--- src/rtl/inst_fetch_ctrl_pkg.sv ---
// rtl/inst_fetch_ctrl_pkg.sv - shared constants and helpers for the instruction fetch controller
package inst_fetch_ctrl_pkg;

    // Instruction word issued to the IF stage whenever no valid word is available
    localparam logic [15:0] NOP_WORD_DEF = 16'h0800;

    // Fetch FSM encoding
    localparam logic [0:0] ST_IDLE = 1'b0;
    localparam logic [0:0] ST_FILL = 1'b1;

    localparam int MISS_CNT_W = 16;

    // Increment that sticks at all-ones instead of wrapping
    function automatic logic [MISS_CNT_W-1:0] sat_inc(input logic [MISS_CNT_W-1:0] v);
        return (v == {MISS_CNT_W{1'b1}}) ? v : v + 1'b1;
    endfunction

endpackage

--- src/rtl/icache_line_array.sv ---
// rtl/icache_line_array.sv - register-based valid/tag/data store for one-word cache lines
module icache_line_array
    import inst_fetch_ctrl_pkg::*;
#(
    parameter int INDEX_W = 3,
    parameter int TAG_W   = 13,
    parameter int DATA_W  = 16
) (
    input  logic               clk,
    input  logic               rst,
    input  logic               i_clear_all,
    input  logic               i_wr_en,
    input  logic [INDEX_W-1:0] i_wr_index,
    input  logic [TAG_W-1:0]   i_wr_tag,
    input  logic [DATA_W-1:0]  i_wr_data,
    input  logic [INDEX_W-1:0] i_rd_index,
    output logic               o_rd_valid,
    output logic [TAG_W-1:0]   o_rd_tag,
    output logic [DATA_W-1:0]  o_rd_data
);

    localparam int LINES = 2 ** INDEX_W;

    logic [LINES-1:0]  r_valid;
    logic [TAG_W-1:0]  r_tag  [LINES];
    logic [DATA_W-1:0] r_data [LINES];

    // Valid bits: reset and clear_all take priority over a coincident write
    always_ff @(posedge clk) begin
        if (rst || i_clear_all) begin
            r_valid <= '0;
        end else if (i_wr_en) begin
            r_valid[i_wr_index] <= 1'b1;
        end
    end

    // Tag/data payload needs no reset; it is only trusted behind a valid bit
    always_ff @(posedge clk) begin
        if (i_wr_en) begin
            r_tag[i_wr_index]  <= i_wr_tag;
            r_data[i_wr_index] <= i_wr_data;
        end
    end

    assign o_rd_valid = r_valid[i_rd_index];
    assign o_rd_tag   = r_tag[i_rd_index];
    assign o_rd_data  = r_data[i_rd_index];

endmodule

--- src/rtl/inst_fetch_ctrl.sv ---
// rtl/inst_fetch_ctrl.sv - direct-mapped instruction fetch controller with RAM fill FSM
module inst_fetch_ctrl
    import inst_fetch_ctrl_pkg::*;
#(
    parameter int                ADDR_W   = 16,
    parameter int                DATA_W   = 16,
    parameter int                INDEX_W  = 3,
    parameter logic [DATA_W-1:0] NOP_WORD = NOP_WORD_DEF
) (
    input  logic                  clk,
    input  logic                  rst,
    input  logic [ADDR_W-1:0]     addr,
    output logic [DATA_W-1:0]     data,
    output logic                  valid,
    output logic                  stall,
    input  logic                  flush,
    output logic                  ram_req,
    output logic [ADDR_W-1:0]     ram_addr,
    input  logic                  ram_ack,
    input  logic [DATA_W-1:0]     ram_rdata,
    output logic [MISS_CNT_W-1:0] miss_cnt
);

    localparam int TAG_W = ADDR_W - INDEX_W;

    logic [0:0]            r_state;
    logic                  r_cancel;
    logic                  r_ram_req;
    logic [ADDR_W-1:0]     r_ram_addr;
    logic [MISS_CNT_W-1:0] r_miss_cnt;

    logic                  w_rd_valid;
    logic [TAG_W-1:0]      w_rd_tag;
    logic [DATA_W-1:0]     w_rd_data;
    logic                  w_hit;
    logic                  w_fill_wr;

    // Fill writes go to the latched request address, never to the live PC,
    // so a redirect during FILL cannot misplace the returning word.
    assign w_fill_wr = (r_state == ST_FILL) && ram_ack && !r_cancel && !flush;

    icache_line_array #(
        .INDEX_W (INDEX_W),
        .TAG_W   (TAG_W),
        .DATA_W  (DATA_W)
    ) u_lines (
        .clk         (clk),
        .rst         (rst),
        .i_clear_all (flush),
        .i_wr_en     (w_fill_wr),
        .i_wr_index  (r_ram_addr[INDEX_W-1:0]),
        .i_wr_tag    (r_ram_addr[ADDR_W-1:INDEX_W]),
        .i_wr_data   (ram_rdata),
        .i_rd_index  (addr[INDEX_W-1:0]),
        .o_rd_valid  (w_rd_valid),
        .o_rd_tag    (w_rd_tag),
        .o_rd_data   (w_rd_data)
    );

    // Hits are only honoured in IDLE; during FILL the IF stage always sees a NOP
    assign w_hit = (r_state == ST_IDLE) && w_rd_valid && (w_rd_tag == addr[ADDR_W-1:INDEX_W]);

    assign data     = w_hit ? w_rd_data : NOP_WORD;
    assign valid    = w_hit;
    assign stall    = ~w_hit;
    assign ram_req  = r_ram_req;
    assign ram_addr = r_ram_addr;
    assign miss_cnt = r_miss_cnt;

    // Fetch FSM: issue a miss from IDLE, hold the request in FILL until the RAM acks
    always_ff @(posedge clk) begin
        if (rst) begin
            r_state    <= ST_IDLE;
            r_cancel   <= 1'b0;
            r_ram_req  <= 1'b0;
            r_ram_addr <= '0;
            r_miss_cnt <= '0;
        end else begin
            case (r_state)
                ST_IDLE: begin
                    if (!w_hit && !flush) begin
                        r_state    <= ST_FILL;
                        r_ram_req  <= 1'b1;
                        r_ram_addr <= addr;
                        r_miss_cnt <= sat_inc(r_miss_cnt);
                    end
                end
                default: begin
                    if (ram_ack) begin
                        r_state   <= ST_IDLE;
                        r_ram_req <= 1'b0;
                        r_cancel  <= 1'b0;
                    end else if (flush) begin
                        // The RAM transaction still has to complete; just drop its data
                        r_cancel <= 1'b1;
                    end
                end
            endcase
        end
    end

endmodule
--- config.mk ---
export PLATFORM = sky130hd
export DESIGN_NAME = inst_fetch_ctrl
export DESIGN_NICKNAME = d
export VERILOG_FILES = /design/src/rtl/inst_fetch_ctrl_pkg.sv /design/src/rtl/icache_line_array.sv /design/src/rtl/inst_fetch_ctrl.sv
export SDC_FILE = /design/constraint.sdc
export NUM_CORES = 1
export LEC_CHECK = 0
export CORE_MARGIN = 1
export CORE_UTILIZATION = 57
export DETAILED_ROUTE_END_ITERATION = 16
export DONT_BUFFER_PORTS = 1
export GPL_ROUTABILITY_DRIVEN = 0
export PLACE_DENSITY = 0.75
export SYNTH_ARGS = -nofsm -noshare
export SYNTH_HDL_FRONTEND = slang
export SYNTH_HIERARCHICAL = 1
export SYNTH_SLANG_ARGS = --single-unit
--- constraint.sdc ---
create_clock -name clk -period 5.05 [get_ports clk]
set_input_delay 1.01 -clock clk [delete_from_list [all_inputs] [get_ports clk]]
set_output_delay 1.01 -clock clk [all_outputs]
set_load 0.02 [all_outputs]
==> impl_metrics.toml <==
[run_status]
status = "finished, final reports clean"

[placed_design]
post_dp_cell_area_um2 = 11500
hpwl_um = 11800
preCtsSetupSlack_ns = 0.730
port_buffers = 0

[power]
combPwrFrac_pct = 2.9
p_switching_mw = 0.903
vdd.ir_drop.worst_mv = 0.396
p_int_mw = 3.62
total_power_mw = 4.52
switching_share_pct = 20.0
p_per_area_nw_per_um2 = 365
p_seq_share_pct = 55.8
leakage_nw = 3.93
clkPwrFrac_pct = 41.4

[detailed_routing]
drt-met1-wl_um = 9130
dr_wl_met2_um = 10500
dr.pass1.iters = 5
drtIter0Drc = 381
highest_layer = "met4"
routed_via_density = 6.26
route.met3.wl_um = 1510
wl_per_cell_um = 24.4
vias = 5550
drc = 0
drt_wl_total_um = 21700
drtAntennaViolNets = 0

[logic_synthesis]
netlist_area_um2 = 11300
synth_nets = 633
yosysMostFrequentCell = "edfxtp_1"
synth_top_area_share_pct = 61.7
yosys_warnings = 6
yosysTopAreaCell = "edfxtp_1"
synth_area_leaders = "edfxtp_1 62%, mux4_1 13%, dfxtp_1 7.6%"
synth_top_flop_cell = "edfxtp_1"
yosysUniqueCellTypes = 48
synthCells = 596
postSynthAreaPerCell_um2 = 18.9
async_reset_ff_share_pct = 0
ys_seq_elements = 275
yosys-top-cells-count = "232 x edfxtp_1, 58 x mux4_1, 43 x dfxtp_1, 38 x mux2_2, 26 x a21oi_1"
synth_seq_area_share_pct = 69.3
synth_edf_count = 232

[sta]
rsz0062_at_grt = "false"
fin_crit_ns = 4.32
finalWorstSetupSlack_ns = 0.728
tns_ns = 0
period_share_pct = 85.6
setup_viol = 0
clock_skew_ns = 0.00953
hold_viol_final = 0
fmax_mhz = 231
slew_viol_final = 0
worst_slew_pin_slew_ns = 1.25
maxSlewHeadroom_pct = 16.1

[worst_setup_path]
critPathLaunchType = "input pin"
path_cells = "mux4_1 -> mux2_2 -> xnor2_1 -> nand4_1 -> nor4_4 -> buf_12 -> and2_1"
end_kind = "output port"
rrSetupSlack_ns = 2.14
path_class = "input pin to output port"
timing.rr.start = "u_lines/r_tag[3][4]"
cpPeakStageDelay_ns = 0.53
crit_fanout = 71
crit_start = "addr[0]"
crit_required_ns = 4.04
path_delay_family = "simple AND/OR/NAND/NOR gates"
cp_num_buf_inv = 1
arrival_ns = 3.31
cp_slowest_cell = "mux4_1"

[floorplanning]
initial_core_util_pct = 58.0
core_area_um2 = 19500
num_rows = 51
die_h_um = 143
die-area_um2 = 20400
io_pins = 87
die_w_um = 143

[clock_network]
numCtsBuffers = 27
post_cts_buffers = 0
cts_tree = "built"
htreeDepth = 1
insertion_delay_ns = 0.52
cts.clk_slew.worst_paths_ns = 0.06
clock_path_buffers = 3
cts_resized = 0
ctsHoldBuffers = 0
cts.sinks = 275
clock_tree.root_cell = "clkbuf_16"

[grt]
grt_max_degree = 72
grt_usage_pct = 22.2
grt_pass1_wl_um = 33200
grt_overflow = 0
grt_pass1_vias = 5637
antenna_found_initial = 0

[finish]
area_growth_pct = 9.54
final_nets = 639
utilization_pct = 63.5
regArea_um2 = 7830
drive_gt1_share_pct = 17.5
diodes = 0
multi_input_area_um2 = 3280
final_area_um2 = 12400
nFillCells = 1332

[min_path]
min_path_type = "flip-flop to flip-flop"
worstHoldStart = "u_lines/r_valid[4]"

[job]
cap_violations = 0
cell usage in the layout (no fill, tap or decap), types with 8 or more instances in the layout:
cell | netlist | routed
o21ai_0 | 21 | 21
mux4_1 | 58 | 58
dfxtp_1 | 43 | 43
mux2_2 | 38 | 38
a21oi_1 | 26 | 26
nand2_1 | 9 | 9
nor2b_1 | 9 | 9
edfxtp_1 | 232 | 232
buf_4 | 1 | 9
xnor2_1 | 13 | 13
clkbuf_16 | 0 | 27
nand4_1 | 10 | 10
nand3b_1 | 16 | 16
and2_1 | 15 | 15
nor2_1 | 9 | 9
o21a_1 | 8 | 8
worst paths after layout:
check	endpoint	cells after the start
max reg2reg	miss_cnt[7]	8
min reg2reg	u_lines/r_valid[4]	1
min	u_lines/r_valid[4]	1
max	data[0]	7
state kept, by name (all words and copies together), names as in the netlist:
name	count
r_state	1
u_lines/r_data	128
r_cancel	1
ram_req	1
miss_cnt	16
ram_addr	16
u_lines/r_tag	104
u_lines/r_valid	8
stage by stage:
stage	std cells	hold WS, ns
6_report	887	0.469
5_1_grt	887	0.492
4_1_cts	887	0.470
3_5_place_dp	838	0.455
3_3_place_gp	838	0.441
2_1_floorplan	596	0.435
cells by family (layout without fill, tap and decap cells):
group           after synthesis  count (layout)  synth area share (%)
flops                       275             275                  69.3
simple gates                110             110                  6.55
mux                          98              98                  17.7
compound gates               62              62                  3.14
buf+inv                      37              63                  2.17
xor+xnor                     13              13                  1.01
fa+ha+maj                     1               1                 0.111
final cells by class:
| cell class | instances | area share, % |
|---|---|---|
| sequential | 275 | 63.3 |
| timing repair buffer | 10 | 0.708 |
| tap | 265 | 2.68 |
| inverter | 4 | 0.121 |
| clock inverter | 17 | 0.921 |
| clock buffer | 32 | 5.78 |
| multi-input combinational | 284 | 26.5 |
metal layers:
layer | up-vias | global-route usage (%)
met5 | - | 0
met4 | 0 | 6.28
met3 | 40 | 5.10
met2 | 178 | 36.7
met1 | 2857 | 29.8
li1 | 2475 | -
power by group through the flow:
| stage | Combinational [mW] | Clock, mW | Sequential [mW] |
|---|---|---|---|
| after floorplan | 0.137 | 0 | 2.56 |
| after global placement | 0.127 | 0 | 2.57 |
| after detailed placement | 0.130 | 0 | 2.57 |
| after CTS | 0.132 | 1.90 | 2.52 |
| after global routing | 0.141 | 1.98 | 2.52 |
| final | 0.130 | 1.87 | 2.52 |
Power figures use the tool's default switching activity.
